--- src/rtl/ram_master_pkg.sv ---
// Shared definitions for ram_master: default geometry of the 256x32 RAM and the
// controller's state encoding.
package ram_master_pkg;

  localparam int ADDR_W_DEF    = 9;
  localparam int WORD_W_DEF    = 32;
  localparam int RAM_DEPTH_DEF = 256;

  typedef enum logic [2:0] {
    IDLE = 3'd0,
    HI   = 3'd1,
    LO   = 3'd2,
    CAP  = 3'd3,
    RESP = 3'd4
  } state_e;

endpackage

--- src/rtl/ram_master.sv ---
// 64-bit load/store controller that splits each request into two 32-bit accesses
// (high word first) on the single-port RAM. Optional macro: RAM_BOUND_CHECK_EN.
module ram_master
  import ram_master_pkg::*;
#(
  parameter int ADDR_W    = ADDR_W_DEF,
  parameter int WORD_W    = WORD_W_DEF,
  parameter int RAM_DEPTH = RAM_DEPTH_DEF
) (
  input  logic                  clock,
  input  logic                  reset_n,
  input  logic                  req_valid,
  output logic                  req_ready,
  input  logic                  req_we,
  input  logic [ADDR_W-1:0]     req_addr_hi,
  input  logic [ADDR_W-1:0]     req_addr_lo,
  input  logic [2*WORD_W-1:0]   req_wdata,
  output logic                  rsp_valid,
  input  logic                  rsp_ready,
  output logic [2*WORD_W-1:0]   rsp_rdata,
  output logic                  rsp_err,
  output logic [ADDR_W-1:0]     ram_addr,
  output logic                  ram_wr,
  output logic [WORD_W-1:0]     ram_wdata,
  output logic                  ram_rd,
  input  logic [WORD_W-1:0]     ram_rdata
);

  // Handshakes: a transfer happens on a rising edge where valid && ready; the
  // requester holds its inputs until accepted, and the response is held until taken.

  localparam logic [2:0] S_IDLE = IDLE;
  localparam logic [2:0] S_HI   = HI;
  localparam logic [2:0] S_LO   = LO;
  localparam logic [2:0] S_CAP  = CAP;
  localparam logic [2:0] S_RESP = RESP;

  logic [2:0]          state;
  logic                we_q;
  logic [ADDR_W-1:0]   hi_q;
  logic [ADDR_W-1:0]   lo_q;
  logic [2*WORD_W-1:0] wdata_q;
  logic [2*WORD_W-1:0] rdata_q;
  logic                out_of_range;

`ifdef RAM_BOUND_CHECK_EN
  logic err_q;
  assign out_of_range = (int'(req_addr_hi) >= RAM_DEPTH) || (int'(req_addr_lo) >= RAM_DEPTH);
  assign rsp_err      = err_q;

  always_ff @(posedge clock) begin
    if (!reset_n)
      err_q <= 1'b0;
    else if (state == S_IDLE && req_valid)
      err_q <= out_of_range;
  end
`else
  assign out_of_range = 1'b0;
  assign rsp_err      = 1'b0;
`endif

  always_ff @(posedge clock) begin
    if (!reset_n) begin
      state   <= S_IDLE;
      we_q    <= 1'b0;
      hi_q    <= '0;
      lo_q    <= '0;
      wdata_q <= '0;
      rdata_q <= '0;
    end else begin
      case (state)
        S_IDLE: begin
          if (req_valid) begin
            we_q    <= req_we;
            hi_q    <= req_addr_hi;
            lo_q    <= req_addr_lo;
            wdata_q <= req_wdata;
            rdata_q <= '0;
            state   <= out_of_range ? S_RESP : S_HI;
          end
        end
        S_HI: state <= S_LO;
        S_LO: begin
          if (we_q) begin
            state <= S_RESP;
          end else begin
            // RAM output reflects the HI read issued one edge earlier
            rdata_q[2*WORD_W-1:WORD_W] <= ram_rdata;
            state                      <= S_CAP;
          end
        end
        S_CAP: begin
          rdata_q[WORD_W-1:0] <= ram_rdata;
          state               <= S_RESP;
        end
        S_RESP: if (rsp_ready) state <= S_IDLE;
        default: state <= S_IDLE;
      endcase
    end
  end

  // RAM strobes decode from state only; reset_n gating lets a reset drop them at once
  always_comb begin
    req_ready = (state == S_IDLE);
    rsp_valid = (state == S_RESP);
    rsp_rdata = rdata_q;
    ram_addr  = '0;
    ram_wr    = 1'b0;
    ram_rd    = 1'b0;
    ram_wdata = '0;
    if (state == S_HI) begin
      ram_addr = hi_q;
      ram_wr   = we_q & reset_n;
      ram_rd   = ~we_q & reset_n;
      if (we_q) ram_wdata = wdata_q[2*WORD_W-1:WORD_W];
    end else if (state == S_LO) begin
      ram_addr = lo_q;
      ram_wr   = we_q & reset_n;
      ram_rd   = ~we_q & reset_n;
      if (we_q) ram_wdata = wdata_q[WORD_W-1:0];
    end
  end

endmodule

--- config.mk ---
export PLATFORM = sky130hd
export DESIGN_NAME = ram_master
export DESIGN_NICKNAME = d
export VERILOG_FILES = /design/src/rtl/ram_master_pkg.sv /design/src/rtl/ram_master.sv
export SDC_FILE = /design/constraint.sdc
export NUM_CORES = 1
export LEC_CHECK = 0
export CAP_MARGIN = 20
export CELL_PAD_IN_SITES_DETAIL_PLACEMENT = 1
export CELL_PAD_IN_SITES_GLOBAL_PLACEMENT = 1
export CORE_MARGIN = 10
export CORE_UTILIZATION = 31
export DETAILED_ROUTE_END_ITERATION = 8
export HOLD_SLACK_MARGIN = 0.06
export PLACE_DENSITY_LB_ADDON = 0.1
export RECOVER_POWER = 100
export SLEW_MARGIN = 20
export SYNTH_ARGS = -nofsm -noshare
export SYNTH_HDL_FRONTEND = slang
export SYNTH_SLANG_ARGS = --single-unit
--- constraint.sdc ---
create_clock -name clock -period 2.1 [get_ports clock]
set_input_delay 0.21 -clock clock [delete_from_list [all_inputs] [get_ports clock]]
set_output_delay 0.21 -clock clock [all_outputs]
set_load 0.05 [all_outputs]
==> metrics.txt <==
overflow left after global routing 0; cell taking the most area after synthesis dfxtp_1; routed length per instance 19.6 um; dominant cells by area after synthesis dfxtp_1, nand2_1, a21boi_1; setup-violating endpoint count in the final report 0; CP arrival 1850 ps; Util after Layout 52.4%; most frequently used flop master after synthesis dfxtp_1; worst hold path class primary input to register; sequential share of the synthesized area 50.8%; area of combinational cells with multiple inputs 2770 um2; via count 5666; fraction of synthesized cell area taken by the top area cell type 50.8%; leakage 3.86 nW; number of CTS-inserted buffers 17; Critical Path Source Type register; Final Critical Period 2060 ps; DRT Pass-1 Iters 4; sequential cell fraction of total power 40.5%; routed vias/inst 4.91; Die Y-Extent 158 um; Async S/R FF share, synth 0%; reg-to-reg endpoint rsp_rdata[32]$_SDFFE_PN0P_; sequential standard cell area 3010 um2; peak supply drop 0.600 mV; maximum clock rate 0.486 GHz; slew at the pin closest to its max-slew limit 646 ps; CTS tree done; Placement Rows 50; cell count after placement 1112; part of the power in combinational logic 15.9%; clock latency on the worst-skew pair 420 ps; depth of the most critical reg-to-reg path 4; Max Fanout on Critical Path 16; area growth from synthesis to layout 65.8%; number of design rule violations left after detail routing 0; largest net degree at the start of global routing 141; Mapped Nets 819; fill cell count 2069; Bufs on Longest Clock Path 2; Finished Layout Cells 1155; switching part of the total power 26.4%; Worst Hold Depth 2; launching point of the worst reg2reg path state[1]$_SDFFE_PN0P_; mean cell area of the mapped netlist 8.44 um2; Worst Hold Launch reset_n; total power divided by cell area 783 nW/um2; number of nets in the final layout 1026; aggregate routed wire length 22600 um; Syn Inst Count 700; placed wire-length estimate 15200 um; CTS H-tree lvls 4; tightest slew margin relative to the limit 56.9%; number of flops mapped to enable cells by yosys 0; power spent charging and discharging nets 2.02 mW; sort of element at the end of the critical path output pin; end of the worst hold path wdata_q[60]$_SDFFE_PN0P_; data required time at the worst endpoint 1890 ps; floorplan die area 25000 um2; final hold viol count 0; cell internal power dissipation 5.64 mW; clock sink count 150; CTS root buf clkbuf_16; post-synthesis register bit count 150; total standard cell area after synthesis 5910 um2; PortBufs 227; area of the core 18700 um2; reg-to-reg slack, setup 170 ps; Clock Power Share 43.6%; CTS clk-pin slew, worst paths 60 ps; antenna violations before repair 1; Starting Density 31.6%; via count of the first global-routing pass 6236; critical path class register to output pin; setup repair after global routing missed its margin true; total routing resource utilization after global routing 17.9%; x dimension of the die 158 um; run status finished, final reports clean; count of final max-slew check failures 0; number of placed I/O pins 229; post-synth cell types 26; global-route wire length before repair 34900 um; proportion of layout cells with a drive suffix above 1 14.1%; number of warnings issued by yosys 0; final weighted congestion of routability-driven global placement 0.746; post-route fraction of the period consumed by the critical path 98.1%; Max Clock Skew 8.00 ps; number of DRC markers in iteration 0 192; maxcap violations 0; Antenna Nets Post-Route 0
==> per-layer routing <==
metal,wire [um],vias up,track usage (%)
li1,-,2792,-
met1,9080,2702,20.3
met2,11000,151,29.5
met3,2120,21,7.73
met4,397,0,6.26
met5,0,-,0
==> flip-flops by register name, summed over array words and instances, names as in the netlist <==
register,flops
we_q,1
lo_q,9
hi_q,9
wdata_q,64
rsp_rdata,64
state,3
==> synth_stat cells (3+ instances only) <==
library cell and number:
buf_2 22, a21boi_0 13, nor2b_1 3, nor4b_1 3, a22oi_1 9, o22ai_1 64
nor2_1 12, clkbuf_1 34, a21boi_1 70, dfxtp_1 150, buf_6 8, a22o_1 32
nand2_1 262
==> power groups by stage <==
stage,Combinational (mW),Clock (mW),Sequential (mW)
final,1.22,3.34,3.11
after global routing,1.32,3.54,3.12
after CTS,1.28,3.42,3.10
after detailed placement,1.25,0,3.15
after global placement,1.21,0,3.14
after floorplan,0.585,0,3.25
==> critical path, stage by stage (launching register included) <==
cell and delay [ps]:
dfxtp_2 380, nor2b_4 160, nor3b_4 250, buf_6 150, buf_16 150, a22o_1 180
buf_12 150
==> final cells by class <==
cell class	count	area share, %
Antenna cell	1	0.0255
Clock buffer	21	4.49
Inverter	1	0.0383
Timing Repair Buffer	253	31.4
Clock inverter	11	2.02
Multi-Input combinational cell	484	28.3
Tap cell	234	2.99
Sequential cell	150	30.7
==> stage by stage <==
stage | setup WS (ps) | hold slack, ps | TNS (ps) | total power [mW] | area [um2]
floorplan | 87.7 | 345 | 0 | 3.83 | 5920
global placement | 293 | 440 | 0 | 4.35 | 8830
detailed placement | 240 | 447 | 0 | 4.40 | 8830
CTS | -61.6 | 174 | -954 | 7.81 | 9780
global route | -51.3 | 184 | -615 | 7.99 | 9800
finish | 40.3 | 179 | 0 | 7.67 | 9800
==> cells by family (layout without fill, tap and decap cells) <==
family                 Yosys count  after routing  synth area share (%)
flip-flops                     150            150                  50.8
buffers and inverters           66            286                  5.74
AO/OA/AOI/OAI                  190            190                  23.4
other                            1              2                0.0635
AND/OR/NAND/NOR                292            292                  19.8
multiplexers                     1              1                 0.169
==> worst max-delay path by stage <==
stage,from,endpoint,slack (ps)
finish,state[1]$_SDFFE_PN0P_,ram_wdata[9],40
global placement,req_valid,hi_q[1]$_SDFFE_PN0P_,290
detailed placement,req_valid,lo_q[8]$_SDFFE_PN0P_,240
CTS,state[0]$_SDFFE_PN0P_,ram_wdata[29],-60
global route,state[1]$_SDFFE_PN0P_,ram_wdata[26],-50
floorplan,state[0]$_SDFFE_PN0P_,ram_rd,90
==> cell usage in the layout (no fill, tap or decap), drive strengths merged, types with 5 or more instances in the layout <==
master	Yosys	routed
a21boi	83	83
clkdlybuf4s50	0	119
dfxtp	150	150
dlygate4sd3	0	62
nor2	12	12
o22ai	64	64
buf	31	68
a22oi	9	9
a22o	32	32
nand2	264	264
bufinv	0	5
clkbuf	34	24
==> repair_timing <==
item                                    4_1_cts  5_1_grt
hold endpoints to repair                      0        0
cloned                                        4        0
buffers inserted                              4        2
hold buffers                                  0        0
endpoints found under the setup margin       34       31
pin swaps                                     3        4
resized for setup                            32       10
No activity file was read; power rests on OpenSTA's default activity.
